**src/rtl/overdrive_pkg.sv**
```systemverilog
// Shared definitions for the overdrive pipeline.
// Contents:
//   - width constants for sample, gain, channel tag and clip counter
//   - od_mode_e limiting mode enum
//   - stage payload structs carried by the S1 and S2 registers
//   - sat_limits: clamps a widened value to the sample range and flags clamping
package overdrive_pkg;

    localparam int DATA_W = 16;
    localparam int GAIN_W = 8;
    localparam int FRAC_W = 4;
    localparam int CHAN_W = 1;
    localparam int CNT_W  = 16;

    // Product of a signed sample and a zero-extended unsigned gain.
    localparam int PROD_W = DATA_W + GAIN_W + 1;
    // One extra bit so the knee arithmetic (p - T, T + ...) cannot overflow.
    localparam int KNEE_W = PROD_W + 1;

    typedef enum logic [1:0] {
        OD_BYPASS = 2'd0,
        OD_HARD   = 2'd1,
        OD_SOFT   = 2'd2,
        OD_RSVD   = 2'd3
    } od_mode_e;

    typedef struct packed {
        logic signed [DATA_W-1:0] sample;
        logic [CHAN_W-1:0]        chan;
        od_mode_e                 mode;
        logic [GAIN_W-1:0]        gain;
        logic [DATA_W-2:0]        thresh;
    } s1_payload_t;

    typedef struct packed {
        logic signed [PROD_W-1:0] prod;
        logic signed [DATA_W-1:0] sample;
        logic [CHAN_W-1:0]        chan;
        od_mode_e                 mode;
        logic [DATA_W-2:0]        thresh;
    } s2_payload_t;

    localparam logic signed [KNEE_W-1:0] SAT_MAX = KNEE_W'((1 << (DATA_W - 1)) - 1);
    localparam logic signed [KNEE_W-1:0] SAT_MIN = ~SAT_MAX;

    // Returns {saturated_flag, clamped_value}.
    function automatic logic [DATA_W:0] sat_limits(input logic signed [KNEE_W-1:0] v);
        logic [DATA_W:0] r;
        if (v > SAT_MAX) begin
            r = {1'b1, SAT_MAX[DATA_W-1:0]};
        end else if (v < SAT_MIN) begin
            r = {1'b1, SAT_MIN[DATA_W-1:0]};
        end else begin
            r = {1'b0, v[DATA_W-1:0]};
        end
        return r;
    endfunction

endpackage

```
**src/rtl/od_limiter.sv**
```systemverilog
// Combinational limiter used by the third pipeline stage.
// Applies the optional soft knee to the scaled product, then saturates to the
// sample range. Bypass mode passes the original sample through untouched.
// Ports:
//   prod   in   scaled product (already shifted down by FRAC_W)
//   sample in   original input sample, used only in bypass
//   thresh in   soft-knee threshold magnitude
//   mode   in   limiting mode
//   value  out  limited, saturated output sample
//   sat    out  high when final saturation clamped the value
module od_limiter
    import overdrive_pkg::*;
(
    input  logic signed [PROD_W-1:0] prod,
    input  logic signed [DATA_W-1:0] sample,
    input  logic [DATA_W-2:0]        thresh,
    input  od_mode_e                 mode,
    output logic [DATA_W-1:0]        value,
    output logic                     sat
);

    logic signed [KNEE_W-1:0] p;
    logic signed [KNEE_W-1:0] t;
    logic signed [KNEE_W-1:0] knee;
    logic [DATA_W:0]          limited;

    // Above the knee the excess over T is halved (floor), symmetric for negatives.
    // The reserved mode falls through to plain hard clipping.
    always_comb begin
        p    = KNEE_W'(prod);
        t    = KNEE_W'(thresh);
        knee = p;
        if (mode == OD_SOFT) begin
            if (p > t) begin
                knee = t + ((p - t) >>> 1);
            end else if (p < -t) begin
                knee = -t + ((p + t) >>> 1);
            end
        end
        limited = sat_limits(knee);
        value   = limited[DATA_W-1:0];
        sat     = limited[DATA_W];
        if (mode == OD_BYPASS) begin
            value = sample;
            sat   = 1'b0;
        end
    end

endmodule

```
**src/rtl/overdrive_pipe.sv**
```systemverilog
// Streaming overdrive stage: gain, optional soft knee or hard clip, saturation.
// Three register stages with valid/ready flow control; each stage advances
// when its successor is empty or advancing, so bubbles are squeezed out.
// Ports:
//   clk, reset_n           clock and synchronous active-low reset
//   mode, gain, thresh     per-sample configuration, captured with each sample
//   in_valid/in_ready      input handshake; in_sample, in_chan input payload
//   out_valid/out_ready    output handshake; out_sample, out_chan output payload
//   clip_count             saturating count of output transfers that were clamped
//   clr_stats              synchronous clear of clip_count (wins over increment)
module overdrive_pipe
    import overdrive_pkg::*;
(
    input  logic              clk,
    input  logic              reset_n,
    input  logic [1:0]        mode,
    input  logic [GAIN_W-1:0] gain,
    input  logic [DATA_W-2:0] thresh,
    input  logic              in_valid,
    output logic              in_ready,
    input  logic [DATA_W-1:0] in_sample,
    input  logic [CHAN_W-1:0] in_chan,
    output logic              out_valid,
    input  logic              out_ready,
    output logic [DATA_W-1:0] out_sample,
    output logic [CHAN_W-1:0] out_chan,
    output logic [CNT_W-1:0]  clip_count,
    input  logic              clr_stats
);

    logic        v1;
    logic        v2;
    logic        en1;
    logic        en2;
    logic        en3;
    s1_payload_t s1;
    s2_payload_t s2;
    logic        out_sat;

    logic signed [PROD_W-1:0] samp_ext;
    logic signed [PROD_W-1:0] gain_ext;
    logic signed [PROD_W-1:0] prod_full;
    logic signed [PROD_W-1:0] prod_shr;

    logic [DATA_W-1:0] lim_value;
    logic              lim_sat;

    assign en3      = !out_valid || out_ready;
    assign en2      = !v2 || en3;
    assign en1      = !v1 || en2;
    assign in_ready = en1;

    // Gain is unsigned, so it is zero-extended before the signed multiply;
    // the arithmetic shift floors toward minus infinity.
    assign samp_ext  = PROD_W'(s1.sample);
    assign gain_ext  = PROD_W'(s1.gain);
    assign prod_full = samp_ext * gain_ext;
    assign prod_shr  = prod_full >>> FRAC_W;

    od_limiter u_limiter (
        .prod   (s2.prod),
        .sample (s2.sample),
        .thresh (s2.thresh),
        .mode   (s2.mode),
        .value  (lim_value),
        .sat    (lim_sat)
    );

    // Stage registers. Payload only loads when a valid item enters a stage,
    // so a stalled output stays bit-for-bit stable.
    always_ff @(posedge clk) begin
        if (!reset_n) begin
            v1         <= 1'b0;
            v2         <= 1'b0;
            out_valid  <= 1'b0;
            out_sample <= '0;
            out_chan   <= '0;
            out_sat    <= 1'b0;
            s1         <= '0;
            s2         <= '0;
        end else begin
            if (en1) begin
                v1 <= in_valid;
                if (in_valid) begin
                    s1 <= '{sample: in_sample, chan: in_chan, mode: od_mode_e'(mode),
                            gain: gain, thresh: thresh};
                end
            end
            if (en2) begin
                v2 <= v1;
                if (v1) begin
                    s2 <= '{prod: prod_shr, sample: s1.sample, chan: s1.chan,
                            mode: s1.mode, thresh: s1.thresh};
                end
            end
            if (en3) begin
                out_valid <= v2;
                if (v2) begin
                    out_sample <= lim_value;
                    out_chan   <= s2.chan;
                    out_sat    <= lim_sat;
                end
            end
        end
    end

    // Clip statistics count at the output transfer, not at computation,
    // so a stalled clipped sample is counted exactly once.
    always_ff @(posedge clk) begin
        if (!reset_n) begin
            clip_count <= '0;
        end else if (clr_stats) begin
            clip_count <= '0;
        end else if (out_valid && out_ready && out_sat && (clip_count != '1)) begin
            clip_count <= clip_count + 1'b1;
        end
    end

endmodule

```
**config.mk**
```make
export PLATFORM = sky130hd
export DESIGN_NAME = overdrive_pipe
export DESIGN_NICKNAME = d
export VERILOG_FILES = /design/src/rtl/overdrive_pkg.sv /design/src/rtl/od_limiter.sv /design/src/rtl/overdrive_pipe.sv
export SDC_FILE = /design/constraint.sdc
export NUM_CORES = 1
export LEC_CHECK = 0
export BUFFER_PORTS_ARGS = -buffer_cell sky130_fd_sc_hd__clkbuf_2
export CAP_MARGIN = 30
export CORE_MARGIN = 2
export CORE_UTILIZATION = 34
export DETAILED_ROUTE_END_ITERATION = 8
export SYNTH_ARGS = -nofsm -noshare
export SYNTH_HDL_FRONTEND = slang
export SYNTH_SLANG_ARGS = --single-unit
```
**constraint.sdc**
```tcl
create_clock -name clk -period 7.3 [get_ports clk]
set_clock_uncertainty 0.1 [all_clocks]
set_input_delay 0.365 -clock clk [delete_from_list [all_inputs] [get_ports clk]]
set_output_delay 0.365 -clock clk [all_outputs]
set_load 0.05 [all_outputs]
```
==> reports/metrics.cfg, run 1 <==
[status]
status=finished clean

[logic_synthesis]
syn_area_um2=14600
ys_seq_elements=134
synthFlopType=dfxtp_1
synth_cell_types=83
ys_seq_area_share_pct=18.4
synth-edff-count=0
syn_avg_cell_area_um2=7.74
netlist_instances=1884
synth_nets=2181
ys_warn_count=0
async_reset_ff_share_pct=0

[global_routing]
antenna_found_initial=0
grt-ovfl-total=0
grt_pass1_vias=12693
grt_first_pass_wirelength_um=66800
grt_usage_pct=19.0
grt_max_degree=97

[power]
clkPwrFrac_pct=32.5
pwr-share-seq_pct=30.5
p_sw_share_pct=38.1
p_comb_share_pct=37.0
internal_power_mw=1.65
vdd_drop_max_mv=0.165
leakage_nw=7.37
cellPowerDensity_nw_per_um2=166
switchingPower_mw=1.01

[clocking]
clockRootBuffer=clkbuf_16
postCtsHoldBufs=0
cts_buffer_depth=2
htreeDepth=4
cts.reportedPaths.clkPinSlew_ns=0.06
post_cts_buffers=0
ctsResizeCount=0
cts_sinks=134
clk_latency_ns=0.44
numCtsBuffers=17
cts_tree=done

[setup_path]
critical_path_class=reg -> reg
crit_path_max_fanout=10
cp_data_arrival_time_ns=6.83
r2r_slack_ns=0.69
critPathRequiredTime_ns=7.51
start_kind=flop
end_kind=flop

[die]
start_util_pct=34.6
ios=82
die_width_um=211
rows=75
die_h_um=211
core_um2=42100
dieArea_um2=44600

[hold_path]
min_path_type=in -> reg

[finish]
finalNonFillerCells=2460
final_area_um2=16000
multiInputGateArea_um2=10800
diodes=0
seq_area_um2=2680
nets=2205
drive_gt1_share_pct=8.38
area_delta_synth_final_pct=9.70
num-fill-cells=4358

[timing]
holdWs_ns=0.0479
fmax_mhz=151
slew_headroom_pct=33.5
slew_viol_final=0
tns_ns=0
finalCriticalPeriod_ns=6.61
setup_viol=0
rsz0062_at_grt=no
finalCritPeriodShare_pct=90.6
tightest_slew_ns=0.998
finalHoldViolCount=0

[flow_run]
drv_cap=0

[detailed_routing]
wl_per_cell_um=16.9
num_vias=12868
totalWireLength_um=41500
drt-vias-per-instance=5.23
drtIter0Drc=939
postRouteAntennaNets=0
firstDrtPassIters=5
drc_errors=0

[placement]
hpwl_um=33200
place_inst=2426
io_buffers=81
place_congestion=0.940
dpl_cell_area_um2=15400

-- cell type report --
| cell class | count | share of cell area (%) |
|---|---|---|
| flip-flops and latches | 134 | 16.8 |
| well taps | 539 | 4.22 |
| clock buffers | 18 | 2.68 |
| multi-input cells | 1452 | 67.2 |
| repair buffers | 97 | 3.31 |
| clock inverters | 14 | 0.946 |
| inverters | 206 | 4.84 |
-- cells in the final DEF, fill, tap and decap left out, types with 32 or more instances in the layout --
cell	instances
a21oi_1	184
and2_1	79
clkbuf_2	81
dfxtp_1	134
fa_1	106
ha_1	144
inv_1	205
nand2_1	319
nand3_1	32
nor2_1	97
o21ai_0	63
xnor2_1	74
xor2_1	43
-- worst paths after layout --
check | from | to | cells after the start
setup / recovery | s2[2]$_SDFFE_PN0P_ | out_sample[5]$_SDFFE_PN0P_ | 27
hold / removal | thresh[14] | s1[14]$_SDFFE_PN0P_ | 3
hold reg to reg | s1[11]$_SDFFE_PN0P_ | s1[11]$_SDFFE_PN0P_ | 2
setup reg to reg | s2[2]$_SDFFE_PN0P_ | out_sample[5]$_SDFFE_PN0P_ | 27
-- power groups by stage --
stage / Sequential [mW] / Combinational (mW) / Clock [mW]
floorplan: 0.791 / 0.748 / 0
global placement: 0.825 / 0.956 / 0
CTS: 0.809 / 0.973 / 0.884
finish: 0.810 / 0.985 / 0.864
global route: 0.815 / 1.09 / 0.912
detailed placement: 0.825 / 0.965 / 0
-- cells in the mapped netlist, drive strengths merged (19+ instances only) --
cell	number	area share [%]
nand2	320	8.2
nor2	98	2.5
nand3	32	1.1
dfxtp	134	18
xor2	43	2.6
o21ai	74	2.8
fa	106	15
a211oi	21	1.1
clkbuf	74	1.9
xnor2	75	4.6
and2	81	3.5
a21oi	184	6.3
nor3	26	0.89
inv	206	5.3
a21o	19	0.98
ha	144	12
-- per-stage QoR --
stage	setup WS, ns	total power [mW]	util [%]
5_1_grt	0.148	2.82	38.0
6_report	0.686	2.66	38.0
4_1_cts	0.744	2.67	37.9
3_5_place_dp	0.779	1.79	36.6
3_3_place_gp	0.868	1.78	36.5
2_1_floorplan	1.75	1.54	-
-- flip-flops by register name, indices dropped and copies added, names as in the netlist --
register,flops
v1,1
gain_ext,8
out_sample,16
out_sat,1
clip_count,16
s2,55
out_chan,1
out_valid,1
v2,1
s1,34
-- cells by family (layout without fill, tap and decap cells) --
| family | after synthesis | count (layout) | synth area share [%] |
|---|---|---|---|
| AND/OR/NAND/NOR | 648 | 648 | 20.5 |
| multiplexers | 2 | 2 | 0.137 |
| XOR/XNOR | 118 | 118 | 7.14 |
| flip-flops | 134 | 134 | 18.4 |
| AO/OA/AOI/OAI | 434 | 434 | 19.0 |
| adder cells (fa/ha/maj) | 250 | 250 | 26.9 |
| buffers and inverters | 298 | 335 | 7.99 |
-- routing by layer --
metal  global-route usage [%]  vias to the layer above  routed length [µm]
met5                        0                        -                   0
met4                     5.29                        0                 719
met3                     2.04                       42                1950
met2                     31.9                      341               19300
met1                     26.0                     6139               19500
li1                         -                     6346                   -
-- worst max-delay path, cell delays in order (launching register included) --
cell and delay (ns):
dfxtp_1 0.47, inv_1 0.12, ha_1 0.49, o21bai_1 0.10
a21oi_1 0.29, o21bai_1 0.11, a21oi_1 0.25, o21bai_1 0.09
a21oi_1 0.23, o21bai_1 0.11, a221oi_1 0.31, o21bai_1 0.14
a21oi_1 0.33, o21bai_1 0.12, xnor2_1 0.14, ha_1 0.23
a21oi_1 0.23, nand3_1 0.13, o21ai_0 0.19, buf_4 0.17
or4b_2 0.57, o21ai_0 0.14, o21ai_0 0.13, nor4_1 0.31
o211ai_1 0.18, o31ai_4 0.34, and2_4 0.35, o211ai_4 0.10
Note: power is estimated with default switching activity, not from simulation.
==> run 2: changes to the inputs <==
--- a/config.mk
+++ b/config.mk
@@ -12,4 +12,5 @@
 export DETAILED_ROUTE_END_ITERATION = 8
 export SYNTH_ARGS = -nofsm -noshare
 export SYNTH_HDL_FRONTEND = slang
+export SYNTH_HIERARCHICAL = 1
 export SYNTH_SLANG_ARGS = --single-unit
==> run 2 against run 1 <==
  * Count of clock-buffer cells in the layout up 2
  * Area after synthesis up 7.9%
  * First-iteration DRC count up 6.2%
  * Sequential power about the same
==> reports/metrics.cfg, run 2 <==
[setup_path]
cp_data_arrival_time_ns=6.99  ; +0.16 ns
end_kind=flop
crit_path_max_fanout=12  ; +2
reg2reg_depth=19  ; -30%
r2r_slack_ns=0.57  ; -0.12 ns
critical_path_class=reg -> reg
cpMaxStageDelayCell=nor4_1
r2r-end=out_sample[1]$_SDFFE_PN0P_
slowest_delay_ns=0.68  ; +0.11 ns
start_kind=flop
crit_family=simple AND/OR/NAND/NOR gates
path_buf_inv=2  ; unchanged
path_common_cell=a21oi_1
critPathRequiredTime_ns=7.56  ; +0.05 ns
reg2reg_from=s2[9]$_SDFFE_PN0P_
cp_cell_sequence=nor4_1, and3_1, nand4_1, inv_1, ha_1, nand4_1, nor3_1, o221ai_1, o211ai_1, a21oi_1, o21ai_1, buf_4, a221o_1, o2111ai_1, nor4_2, a21oi_1, o211ai_1, nand2_1, a21oi_1

[timing]
finalHoldViolCount=0  ; unchanged
fmax_mhz=149  ; -1.8%
slew_headroom_pct=35.3  ; +1.8 points
tightest_slew_ns=0.971  ; -0.0273 ns
finalCriticalPeriod_ns=6.73  ; +0.118 ns
finalCritPeriodShare_pct=92.2  ; +1.6 points
slew_viol_final=0  ; unchanged
setup_viol=0  ; unchanged
rsz0062_at_grt=no
tns_ns=0  ; unchanged
fin_ws_ns=0.569  ; -0.118 ns

[logic_synthesis]
async_reset_ff_share_pct=0  ; unchanged
ys_seq_area_share_pct=17.0  ; -1.4 points
synthFlopType=dfxtp_1
synth_cell_types=92  ; +11%
ys_warn_count=6  ; +6
synth_nets=2366  ; +8.5%
synth_common_cells=357 x nand2_1, 222 x inv_1, 217 x a21oi_1
ys_seq_elements=134  ; unchanged
synthDominantAreaCellType=dfxtp_1
synth_top_cell_area_share_pct=17.0  ; -1.4 points
yosysMostFrequentCell=nand2_1
ys_top_cells_by_area=dfxtp_1 17%, fa_1 13%, ha_1 11%
syn_area_um2=15700  ; +7.9%
syn_avg_cell_area_um2=7.61  ; -1.7%
synth-edff-count=0  ; unchanged
netlist_instances=2069  ; +9.8%

[die]
dieArea_um2=48000  ; +7.8%
core_um2=45600  ; +8.2%
die_h_um=219  ; +3.8%
rows=78  ; +4.0%
die_width_um=219  ; +3.8%
ios=82  ; unchanged
start_util_pct=34.5  ; -0.080 points

[detailed_routing]
num_vias=14589  ; +13%
totalWireLength_um=48600  ; +17%
postRouteAntennaNets=0  ; unchanged
drtIter0Drc=997  ; +6.2%
wl_per_cell_um=18.0  ; +6.6%
firstDrtPassIters=5  ; unchanged
drt-vias-per-instance=5.40  ; +3.2%
drc_errors=0  ; unchanged

[finish]
largest-register=s2
area_delta_synth_final_pct=9.37
final_common_cell=nand2_1
diodes=0  ; unchanged
num-fill-cells=4726  ; +8.4%
final_cell_mix=357 x nand2_1, 221 x inv_1, 217 x a21oi_1
top_regs=s2: 55 flops, s1: 34 flops
largest_reg_flops=55  ; unchanged
nets=2387  ; +8.3%
drive_gt1_share_pct=8.47  ; +0.087 points

[placement]
place_congestion=0.955  ; +1.6%
pre_cts_slack_ns=0.704  ; -0.0750 ns
hpwl_um=39100  ; +18%
io_buffers=81  ; unchanged

[global_routing]
antenna_found_initial=1  ; +1
grt-ovfl-total=0  ; unchanged
grt_max_degree=92  ; -5.2%
grt_pass1_vias=14269  ; +12%
grt_usage_pct=20.4  ; +1.4 points
grt_first_pass_wirelength_um=77000  ; +15%

[status]
status=finished clean

[hold_path]
hold_end=gain_ext[1]$_SDFFE_PN0P_
min_path_type=in -> reg
min-delay-start=gain[1]
hold_path_depth=3  ; unchanged

[power]
cellPowerDensity_nw_per_um2=159  ; -4.5%
leakage_nw=7.81  ; +5.9%
vdd_drop_max_mv=0.164  ; -0.32%
total_power_mw=2.73  ; +2.8%

[clocking]
clk_latency_ns=0.44  ; about the same
clockRootBuffer=clkbuf_16
htreeDepth=4  ; unchanged
cts_buffer_depth=2  ; unchanged
cts_tree=done
numCtsBuffers=17  ; unchanged
cts.reportedPaths.clkPinSlew_ns=0.06  ; about the same
cts_sinks=134  ; unchanged

[flow_run]
drv_cap=0  ; unchanged

run 2: changes by cell type after synthesis, sizes merged, moves of 7 or more:
cell	delta
o31ai	+8
inv	+18
o21ai	-7
a21oi	+35
nand4	+11
nand2	+37
a21o	+20
nand3	+8
and3	+7
a22oi	-10
run 2: through the flow:
stage	instances	area, µm²	hold slack [ns]	utilization (%)
floorplan	2069	15700	0.332	-
global placement	2671	16600	0.343	36.5
detailed placement	2671	16600	0.347	36.5
CTS	2702	17200	0.0297	37.7
global route	2702	17200	0.0450	37.8
finish	2702	17200	0.0450	37.8
run 2: worst max-delay path by stage:
stage | start | endpoint | slack, ns | cells past startpoint
after CTS | s2[1]$_SDFFE_PN0P_ | out_sample[14]$_SDFFE_PN0P_ | 0.65 | 27
after detailed placement | s2[1]$_SDFFE_PN0P_ | out_sample[3]$_SDFFE_PN0P_ | 0.70 | 27
after floorplan | s2[1]$_SDFFE_PN0P_ | out_sample[13]$_SDFFE_PN0P_ | 1.49 | 25
after global placement | s2[9]$_SDFFE_PN0P_ | out_sample[11]$_SDFFE_PN0P_ | 0.86 | 18
after global routing | s2[1]$_SDFFE_PN0P_ | out_sample[4]$_SDFFE_PN0P_ | 0.02 | 27
final | s2[9]$_SDFFE_PN0P_ | out_sample[1]$_SDFFE_PN0P_ | 0.57 | 19
run 2: power breakdown:
part           internal (mW)  switching [mW]  total [mW]  leakage [nW]
clock                  0.475           0.340       0.816         0.266
sequential             0.756          0.0557       0.811          1.09
combinational          0.402           0.703        1.11          6.45
run 2: cells by family (layout without fill, tap and decap cells):
logic type / count (synthesis) / count (layout) / synth area share (%)
AOI/OAI and AO/OA: 511 / 511 / 21.1
xor gates and xnor gates: 122 / 122 / 6.79
muxes: 4 / 4 / 0.254
DFF: 134 / 134 / 17.0
buffers and inverters: 328 / 361 / 8.17
and+or+nand+nor: 720 / 720 / 21.8
adders and majority gates: 250 / 250 / 24.9
run 2: layer usage:
| layer | global-route usage (%) | routed length (µm) |
|---|---|---|
| met5 | 0 | 13 |
| met4 | 7.23 | 1350 |
| met3 | 3.08 | 2620 |
| met2 | 35.0 | 23100 |
| met1 | 26.1 | 21600 |
run 2: worst min-delay path, delay by kind of cell:
kind	cells	cell delay [ns]
buffers and inverters	1	0.08
AOI/OAI and AO/OA	1	0.05
and+or+nand+nor	1	0.04
run 2: timing repair:
action | in CTS | in global routing
setup endpoints to repair | 0 | 2
buffers inserted | 0 | 0
hold buffers | 0 | 0
resized for setup | 0 | 2
run 2: final cells by class:
cell class / instances / area (µm²) / share of cell area, %
Tap cell: 600 / 751 / 4.36
Inverter: 225 / 846 / 4.91
Sequential cell: 134 / 2680 / 15.6
Multi-Input combinational cell: 1607 / 11800 / 68.5
Clock buffer: 20 / 447 / 2.60
Clock inverter: 11 / 104 / 0.603
Timing Repair Buffer: 105 / 586 / 3.40
